[config.mk]
export PLATFORM = sky130hd
export DESIGN_NAME = instr_decode_pipe
export DESIGN_NICKNAME = d
export VERILOG_FILES = /design/src/rtl/instr_decode_pipe.sv
export SDC_FILE = /design/constraint.sdc
export NUM_CORES = 1
export LEC_CHECK = 0
export CORE_MARGIN = 3
export CORE_UTILIZATION = 40
export DETAILED_ROUTE_END_ITERATION = 8
export PLACE_DENSITY = 0.84
export SLEW_MARGIN = 20
export SYNTH_ARGS = -nofsm -noshare
export SYNTH_HDL_FRONTEND = slang
export SYNTH_SLANG_ARGS = --single-unit
[constraint.sdc]
create_clock -name clk -period 6.45 [get_ports clk]
set_input_delay 0.9675 -clock clk [delete_from_list [all_inputs] [get_ports clk]]
set_output_delay 0.9675 -clock clk [all_outputs]
set_load 0.01 [all_outputs]
[src/rtl/instr_decode_pipe.sv]
// instr_decode_pipe
//   Registered RV32I decode stage between fetch and execute.
//
//   The stage reads two register-file ports combinationally and builds the
//   operand pair and the sign-extended immediate for each base opcode class.
//   Unsupported encodings are flagged as illegal. The result is held in a
//   pipeline register with a valid/ready handshake, and that register
//   survives downstream stalls and pipeline flushes.
//
//   Optional feature macro: DECODE_BYPASS_EN
//     defined   - A writeback that targets a source register is forwarded into
//                 the operand at capture time. A held (stalled) register
//                 operand is also refreshed when its register is written.
//     undefined - Operands come only from rs*_data. The register file must
//                 provide write-before-read.
//
//   Parameters
//     XLEN       datapath width; immediates are sign-extended to XLEN
//     RF_ADDR_W  register index width (4 selects the RV32E register file)
//
//   Ports
//     clk, rst                 clock; asynchronous active-high reset
//     in_valid/in_ready        fetch-side handshake
//     in_ir, in_pc             instruction word and its address
//     flush                    kills the held and the incoming instruction
//     rs1_addr, rs2_addr       combinational register-file read indices
//     rs1_data, rs2_data       register-file read data (same cycle)
//     wb_en/wb_addr/wb_data    register-file writeback port
//     out_valid/out_ready      execute-side handshake
//     out_op1, out_op2         operand pair
//     out_imm                  sign-extended immediate
//     out_pc, out_rd           captured pc and destination register
//     out_opcode/funct3/funct7 raw instruction fields
//     out_illegal              encoding unsupported (operands forced to 0)
module instr_decode_pipe #(
  parameter int XLEN      = 32,
  parameter int RF_ADDR_W = 5
) (
  input  logic                 clk,
  input  logic                 rst,
  input  logic                 in_valid,
  output logic                 in_ready,
  input  logic [31:0]          in_ir,
  input  logic [XLEN-1:0]      in_pc,
  input  logic                 flush,
  output logic [RF_ADDR_W-1:0] rs1_addr,
  output logic [RF_ADDR_W-1:0] rs2_addr,
  input  logic [XLEN-1:0]      rs1_data,
  input  logic [XLEN-1:0]      rs2_data,
  input  logic                 wb_en,
  input  logic [RF_ADDR_W-1:0] wb_addr,
  input  logic [XLEN-1:0]      wb_data,
  output logic                 out_valid,
  input  logic                 out_ready,
  output logic [XLEN-1:0]      out_op1,
  output logic [XLEN-1:0]      out_op2,
  output logic [XLEN-1:0]      out_imm,
  output logic [XLEN-1:0]      out_pc,
  output logic [RF_ADDR_W-1:0] out_rd,
  output logic [6:0]           out_opcode,
  output logic [2:0]           out_funct3,
  output logic [6:0]           out_funct7,
  output logic                 out_illegal
);

  localparam logic [6:0] OPC_OP     = 7'b0110011;
  localparam logic [6:0] OPC_OP_IMM = 7'b0010011;
  localparam logic [6:0] OPC_LOAD   = 7'b0000011;
  localparam logic [6:0] OPC_STORE  = 7'b0100011;
  localparam logic [6:0] OPC_BRANCH = 7'b1100011;
  localparam logic [6:0] OPC_LUI    = 7'b0110111;
  localparam logic [6:0] OPC_AUIPC  = 7'b0010111;
  localparam logic [6:0] OPC_JAL    = 7'b1101111;
  localparam logic [6:0] OPC_JALR   = 7'b1100111;

  // Each immediate is first assembled as a 32-bit value. It is then
  // sign-extended to XLEN.
  function automatic logic [XLEN-1:0] sext32(input logic [31:0] v);
    return XLEN'($signed(v));
  endfunction

  logic                 accept;
  logic [6:0]           opcode;
  logic [2:0]           funct3;
  logic [XLEN-1:0]      imm_i, imm_s, imm_b, imm_u, imm_j, shamt_zx;
  logic [XLEN-1:0]      rs1_val, rs2_val;
  logic [XLEN-1:0]      dec_op1, dec_op2, dec_imm;
  logic                 dec_op1_rf, dec_op2_rf, dec_illegal;
  logic                 known, uses_rs1, uses_rs2, uses_rd, rv32e_bad;

  assign in_ready = !out_valid || out_ready;
  assign accept   = in_valid && in_ready && !flush;

  assign rs1_addr = in_ir[15 +: RF_ADDR_W];
  assign rs2_addr = in_ir[20 +: RF_ADDR_W];
  assign opcode   = in_ir[6:0];
  assign funct3   = in_ir[14:12];

  assign imm_i    = sext32({{20{in_ir[31]}}, in_ir[31:20]});
  assign imm_s    = sext32({{20{in_ir[31]}}, in_ir[31:25], in_ir[11:7]});
  assign imm_b    = sext32({{19{in_ir[31]}}, in_ir[31], in_ir[7], in_ir[30:25],
                            in_ir[11:8], 1'b0});
  assign imm_u    = sext32({in_ir[31:12], 12'b0});
  assign imm_j    = sext32({{11{in_ir[31]}}, in_ir[31], in_ir[19:12], in_ir[20],
                            in_ir[30:21], 1'b0});
  assign shamt_zx = XLEN'(in_ir[24:20]);

`ifdef DECODE_BYPASS_EN
  logic wb_hit1, wb_hit2;
  assign wb_hit1 = wb_en && (wb_addr != '0) && (wb_addr == rs1_addr);
  assign wb_hit2 = wb_en && (wb_addr != '0) && (wb_addr == rs2_addr);
`else
  logic unused_wb;
  assign unused_wb = ^{wb_en, wb_addr, wb_data, dec_op1_rf, dec_op2_rf};
`endif

  // Register read values. Register x0 always reads as zero. This check comes
  // last, so a writeback aimed at x0 can never leak into an operand.
  always_comb begin
    rs1_val = rs1_data;
    rs2_val = rs2_data;
`ifdef DECODE_BYPASS_EN
    if (wb_hit1) rs1_val = wb_data;
    if (wb_hit2) rs2_val = wb_data;
`endif
    if (rs1_addr == '0) rs1_val = '0;
    if (rs2_addr == '0) rs2_val = '0;
  end

  // Operand selection per opcode class. The *_rf flags mark operands that
  // came from the register file. Only those operands may be refreshed by a
  // writeback while the stage is stalled.
  always_comb begin
    dec_op1    = '0;
    dec_op2    = '0;
    dec_imm    = '0;
    dec_op1_rf = 1'b0;
    dec_op2_rf = 1'b0;
    known      = 1'b1;
    uses_rs1   = 1'b0;
    uses_rs2   = 1'b0;
    uses_rd    = 1'b0;
    case (opcode)
      OPC_OP: begin
        dec_op1 = rs1_val;  dec_op2 = rs2_val;
        dec_op1_rf = 1'b1;  dec_op2_rf = 1'b1;
        uses_rs1 = 1'b1;    uses_rs2 = 1'b1;  uses_rd = 1'b1;
      end
      OPC_OP_IMM: begin
        dec_op1 = rs1_val;
        dec_op2 = (funct3 == 3'b001 || funct3 == 3'b101) ? shamt_zx : imm_i;
        dec_imm = imm_i;
        dec_op1_rf = 1'b1;  uses_rs1 = 1'b1;  uses_rd = 1'b1;
      end
      OPC_LOAD, OPC_JALR: begin
        dec_op1 = rs1_val;  dec_op2 = imm_i;  dec_imm = imm_i;
        dec_op1_rf = 1'b1;  uses_rs1 = 1'b1;  uses_rd = 1'b1;
      end
      OPC_STORE: begin
        dec_op1 = rs1_val;  dec_op2 = rs2_val;  dec_imm = imm_s;
        dec_op1_rf = 1'b1;  dec_op2_rf = 1'b1;
        uses_rs1 = 1'b1;    uses_rs2 = 1'b1;
      end
      OPC_BRANCH: begin
        dec_op1 = rs1_val;  dec_op2 = rs2_val;  dec_imm = imm_b;
        dec_op1_rf = 1'b1;  dec_op2_rf = 1'b1;
        uses_rs1 = 1'b1;    uses_rs2 = 1'b1;
      end
      OPC_LUI: begin
        dec_op2 = imm_u;  dec_imm = imm_u;  uses_rd = 1'b1;
      end
      OPC_AUIPC: begin
        dec_op1 = in_pc;  dec_op2 = imm_u;  dec_imm = imm_u;  uses_rd = 1'b1;
      end
      OPC_JAL: begin
        dec_op1 = in_pc;  dec_op2 = imm_j;  dec_imm = imm_j;  uses_rd = 1'b1;
      end
      default: known = 1'b0;
    endcase

    // RV32E has only 16 registers. The bit-4 check applies only to fields
    // that this format uses as register indices, so immediate bits that
    // share those positions are not flagged.
    rv32e_bad = 1'b0;
    if (RF_ADDR_W == 4)
      rv32e_bad = (uses_rs1 && in_ir[19]) || (uses_rs2 && in_ir[24]) ||
                  (uses_rd && in_ir[11]);

    dec_illegal = !known || (in_ir == 32'b0) || (in_ir[1:0] != 2'b11) || rv32e_bad;
    if (dec_illegal) begin
      dec_op1    = '0;
      dec_op2    = '0;
      dec_imm    = '0;
      dec_op1_rf = 1'b0;
      dec_op2_rf = 1'b0;
    end
  end

`ifdef DECODE_BYPASS_EN
  logic [RF_ADDR_W-1:0] held_rs1, held_rs2;
  logic                 held_op1_rf, held_op2_rf;
`endif

  // Pipeline register. Flush wins over accept.
  // A consume with no new accept empties the stage.
  // A stall holds the register, apart from the writeback refresh.
  always_ff @(posedge clk or posedge rst) begin
    if (rst) begin
      out_valid   <= 1'b0;
      out_op1     <= '0;
      out_op2     <= '0;
      out_imm     <= '0;
      out_pc      <= '0;
      out_rd      <= '0;
      out_opcode  <= '0;
      out_funct3  <= '0;
      out_funct7  <= '0;
      out_illegal <= 1'b0;
`ifdef DECODE_BYPASS_EN
      held_rs1    <= '0;
      held_rs2    <= '0;
      held_op1_rf <= 1'b0;
      held_op2_rf <= 1'b0;
`endif
    end else if (flush) begin
      out_valid <= 1'b0;
    end else if (accept) begin
      out_valid   <= 1'b1;
      out_op1     <= dec_op1;
      out_op2     <= dec_op2;
      out_imm     <= dec_imm;
      out_pc      <= in_pc;
      out_rd      <= in_ir[7 +: RF_ADDR_W];
      out_opcode  <= in_ir[6:0];
      out_funct3  <= in_ir[14:12];
      out_funct7  <= in_ir[31:25];
      out_illegal <= dec_illegal;
`ifdef DECODE_BYPASS_EN
      held_rs1    <= rs1_addr;
      held_rs2    <= rs2_addr;
      held_op1_rf <= dec_op1_rf;
      held_op2_rf <= dec_op2_rf;
`endif
    end else if (out_ready) begin
      out_valid <= 1'b0;
    end
`ifdef DECODE_BYPASS_EN
    else if (out_valid && wb_en && (wb_addr != '0)) begin
      if (held_op1_rf && (wb_addr == held_rs1)) out_op1 <= wb_data;
      if (held_op2_rf && (wb_addr == held_rs2)) out_op2 <= wb_data;
    end
`endif
  end

endmodule

==> impl_metrics.sql <==
INSERT INTO impl_metrics (metric_group, metric, value, unit) VALUES
('sta', 'max_slew_margin', '0.354', ''),
('sta', 'worst_case_clock_skew', '9.92', 'ps'),
('setup_path', 'crit_path_start_kind', 'input pin', ''),
('die', 'fp-row-count', '46', ''),
('yosys', 'number_of_instances_in_the_synthesized_netlist', '594', ''),
('global_route', 'grtUsageTotal', '0.237', ''),
('yosys', 'synthesis.area', '6670', 'um2'),
('min_path', 'worst_hold_path_endpoint', 'out_op1[9]', ''),
('clock_tree', 'cts_htree_levels', '4', ''),
('setup_path', 'crit_arrival', '4210', 'ps'),
('die', 'core_region_area', '16100', 'um2'),
('sta', 'worst_hold_slack', '475', 'ps'),
('setup_path', 'reg2reg_setup_slack', '4090', 'ps'),
('sta', 'grt_setup_unrepaired', 'no', ''),
('global_route', 'use_met1', '0.291', ''),
('yosys', 'synth_top_flop_cell', 'sky130_fd_sc_hd__dfrtp_1', ''),
('sta', 'tns', '0', 'ps'),
('global_route', 'vias_in_the_first_global_route', '6003', ''),
('sta', 'slew_violations', '0', ''),
('power_and_ir_drop', 'leakage', '0.00435', 'uW'),
('routing', 'route.final.wire_length', '22.0', 'mm'),
('setup_path', 'timing.critical_path.fanout_max', '66', ''),
('power_and_ir_drop', 'maximum_vdd_drop', '159', 'uV'),
('setup_path', 'worstPathRequired', '6800', 'ps'),
('sta', 'max_slew.worst_pin.slew', '967', 'ps'),
('yosys', 'synth_top_family_by_area', 'compound AO/OA/AOI/OAI gates', ''),
('clock_tree', 'post_cts.repair.setup_buffers', '0', ''),
('power_and_ir_drop', 'p_comb_frac', '0.164', ''),
('sta', 'final-setup-viol-count', '0', ''),
('clock_tree', 'cts.reportedPaths.clkPinSlew', '60', 'ps'),
('yosys', 'compound_gate_fraction_of_synth_area', '0.206', ''),
('run', 'number_of_max_capacitance_violations_reported', '0', ''),
('die', 'dieArea', '18300', 'um2'),
('placement', 'gp_routability_congestion', '0.771', ''),
('power_and_ir_drop', 'switchingPower', '591', 'uW'),
('setup_path', 'r2r.worst_path.cells', '7', ''),
('setup_path', 'setup.worst_path.end_class', 'register', ''),
('global_route', 'first_pass_grt_wire_length', '33.6', 'mm'),
('die', 'horizontal_die_dimension', '135', 'um'),
('routing', 'detail-route-antenna-nets', '0', ''),
('sta', 'hold_violations', '0', ''),
('yosys', 'synth_simple_gate_area_frac', '0.0903', ''),
('sta', 'timing.final.crit_period', '3860', 'ps'),
('clock_tree', 'clk_path_buf_depth', '2', ''),
('routing', 'detailedRoute.firstPassIterationCount', '7', ''),
('power_and_ir_drop', 'pwr-share-seq', '0.425', ''),
('power_and_ir_drop', 'p_int', '1870', 'uW'),
('routing', 'num_vias', '5911', ''),
('min_path', 'holdCritStartpoint', 'out_op1[9]', ''),
('setup_path', 'regToRegEndpoint', 'out_imm[28]', ''),
('yosys', 'synth-xor-area-share', '0', ''),
('routing', 'average_detailed_routed_wire_length_per_instance', '20.2', 'um'),
('sta', 'timing.final.crit_share', '0.599', ''),
('layout', 'share_of_post_route_cells_with_drive_strength_above_1', '0.114', ''),
('clock_tree', 'numCtsBuffers', '17', ''),
('clock_tree', 'cts_num_sinks', '152', ''),
('power_and_ir_drop', 'power.switching_fraction', '0.240', ''),
('yosys', 'synth_warnings', '0', ''),
('layout', 'fillerInstances', '1288', ''),
('die', 'ios', '334', ''),
('yosys', 'synth-edff-count', '0', ''),
('clock_tree', 'post_cts.resized_instances', '0', ''),
('routing', 'post-route-drc-count', '0', ''),
('clock_tree', 'postCtsHoldBufs', '0', ''),
('yosys', 'synthesis.area_per_instance', '11.2', 'um2'),
('power_and_ir_drop', 'power.density', '239', 'nW/um2'),
('routing', 'via_per_inst', '5.43', ''),
('yosys', 'synthAdderAreaFrac', '0', ''),
('yosys', 'flops_latches_synth', '152', ''),
('routing', 'drt_iter0_drc', '318', ''),
('status', 'run_status', 'finished clean', '');
[layout by cell type, fill, tap and decap left out, types with 3 or more instances in the layout]
master / instances
sky130_fd_sc_hd__a211oi_1: 11
sky130_fd_sc_hd__a21o_1: 11
sky130_fd_sc_hd__a21oi_1: 11
sky130_fd_sc_hd__a22o_1: 34
sky130_fd_sc_hd__a22oi_1: 43
sky130_fd_sc_hd__buf_4: 6
sky130_fd_sc_hd__bufinv_16: 3
sky130_fd_sc_hd__clkbuf_16: 17
sky130_fd_sc_hd__clkdlybuf4s50_1: 295
sky130_fd_sc_hd__clkinv_2: 4
sky130_fd_sc_hd__clkinv_4: 4
sky130_fd_sc_hd__dfrtp_1: 152
sky130_fd_sc_hd__inv_1: 5
sky130_fd_sc_hd__mux2_2: 51
sky130_fd_sc_hd__nand2_1: 91
sky130_fd_sc_hd__nand2b_1: 13
sky130_fd_sc_hd__nand3b_1: 3
sky130_fd_sc_hd__nand4b_1: 3
sky130_fd_sc_hd__nor2_1: 7
sky130_fd_sc_hd__nor3_1: 3
sky130_fd_sc_hd__o21a_1: 3
sky130_fd_sc_hd__o21ai_0: 53
sky130_fd_sc_hd__o21ai_1: 8
sky130_fd_sc_hd__o221ai_1: 8
[synthesized netlist by cell type (all sizes together), types with 4 or more instances]
master	number	area share
mux2	51	0.086
a22oi	43	0.048
buf	25	0.026
a21o	11	0.012
clkbuf	32	0.018
nor3	4	0.0047
nand2b	13	0.012
a21oi	14	0.012
a22o	34	0.045
o21ai	61	0.046
nand2	91	0.051
dfrtp	152	0.57
nor2	7	0.0039
o221ai	8	0.011
a211oi	11	0.012
inv	6	0.0034
[power groups by stage]
stage | Combinational, uW | Sequential, uW | Clock (uW)
after floorplan | 118 | 1090 | 0
after global placement | 401 | 1060 | 0
after CTS | 409 | 1050 | 1030
after global routing | 432 | 1050 | 1070
final | 404 | 1050 | 1010
after detailed placement | 406 | 1060 | 0
[layout make-up]
class / instances / area [um2] / area share
timing repair buffer: 304 / 3040 / 0.295
multi-input combinational: 379 / 2570 / 0.249
clock inverter: 12 / 153 / 0.0148
inverter: 6 / 27.5 / 0.00267
sequential: 152 / 3800 / 0.369
clock buffer: 19 / 443 / 0.0429
tap: 216 / 270 / 0.0262
[worst max-delay path, cell delays in order]
cell                              delay, ps
sky130_fd_sc_hd__clkdlybuf4s50_1        640
sky130_fd_sc_hd__or3b_1                 510
sky130_fd_sc_hd__a21oi_2                560
sky130_fd_sc_hd__o21bai_4               110
sky130_fd_sc_hd__buf_4                  320
sky130_fd_sc_hd__nor3_4                 580
sky130_fd_sc_hd__buf_8                  240
sky130_fd_sc_hd__a22o_1                 150
[cell families (layout without fill, tap and decap cells)]
family	count (synthesis)	in the layout
AO/OA/AOI/OAI	198	198
buffers and inverters	63	341
flip-flops	152	152
multiplexers	51	51
AND/OR/NAND/NOR	130	130
[worst max path at each step]
| stage | cells after the start | startpoint | end | slack, ps |
|---|---|---|---|---|
| finish | 8 | in_ir[6] | out_imm[28] | 2590 |
| global route | 8 | in_ir[6] | out_imm[28] | 2490 |
| CTS | 7 | in_ir[6] | out_imm[25] | 2400 |
| detailed placement | 7 | in_ir[4] | out_imm[28] | 1950 |
| global placement | 7 | in_ir[4] | out_imm[26] | 2050 |
| floorplan | 1 | rst | out_funct3[0] | 1390 |
[through the flow]
step / power [uW] / setup WS, ps / instance area, um2 / std cells
floorplan: 1210 / 1390 / 6670 / 594
global placement: 1460 / 2050 / 9690 / 1055
detailed placement: 1470 / 1950 / 9690 / 1055
CTS: 2490 / 2400 / 10300 / 1086
global route: 2560 / 2490 / 10300 / 1088
finish: 2460 / 2590 / 10300 / 1088
[routing by layer]
layer  part of all wire  routed length (um)
met5                  0                   0
met4              0.017                 380
met3               0.11                2360
met2               0.49               10800
met1               0.38                8460
[flip-flops by register name, indices dropped and copies added, names as in the netlist]
register	cells
out_funct3	3
out_funct7	7
out_illegal	1
out_imm	32
out_op1	32
out_op2	32
out_opcode	7
out_pc	32
out_rd	5
out_valid	1
No activity file was read; power rests on OpenSTA's default activity.
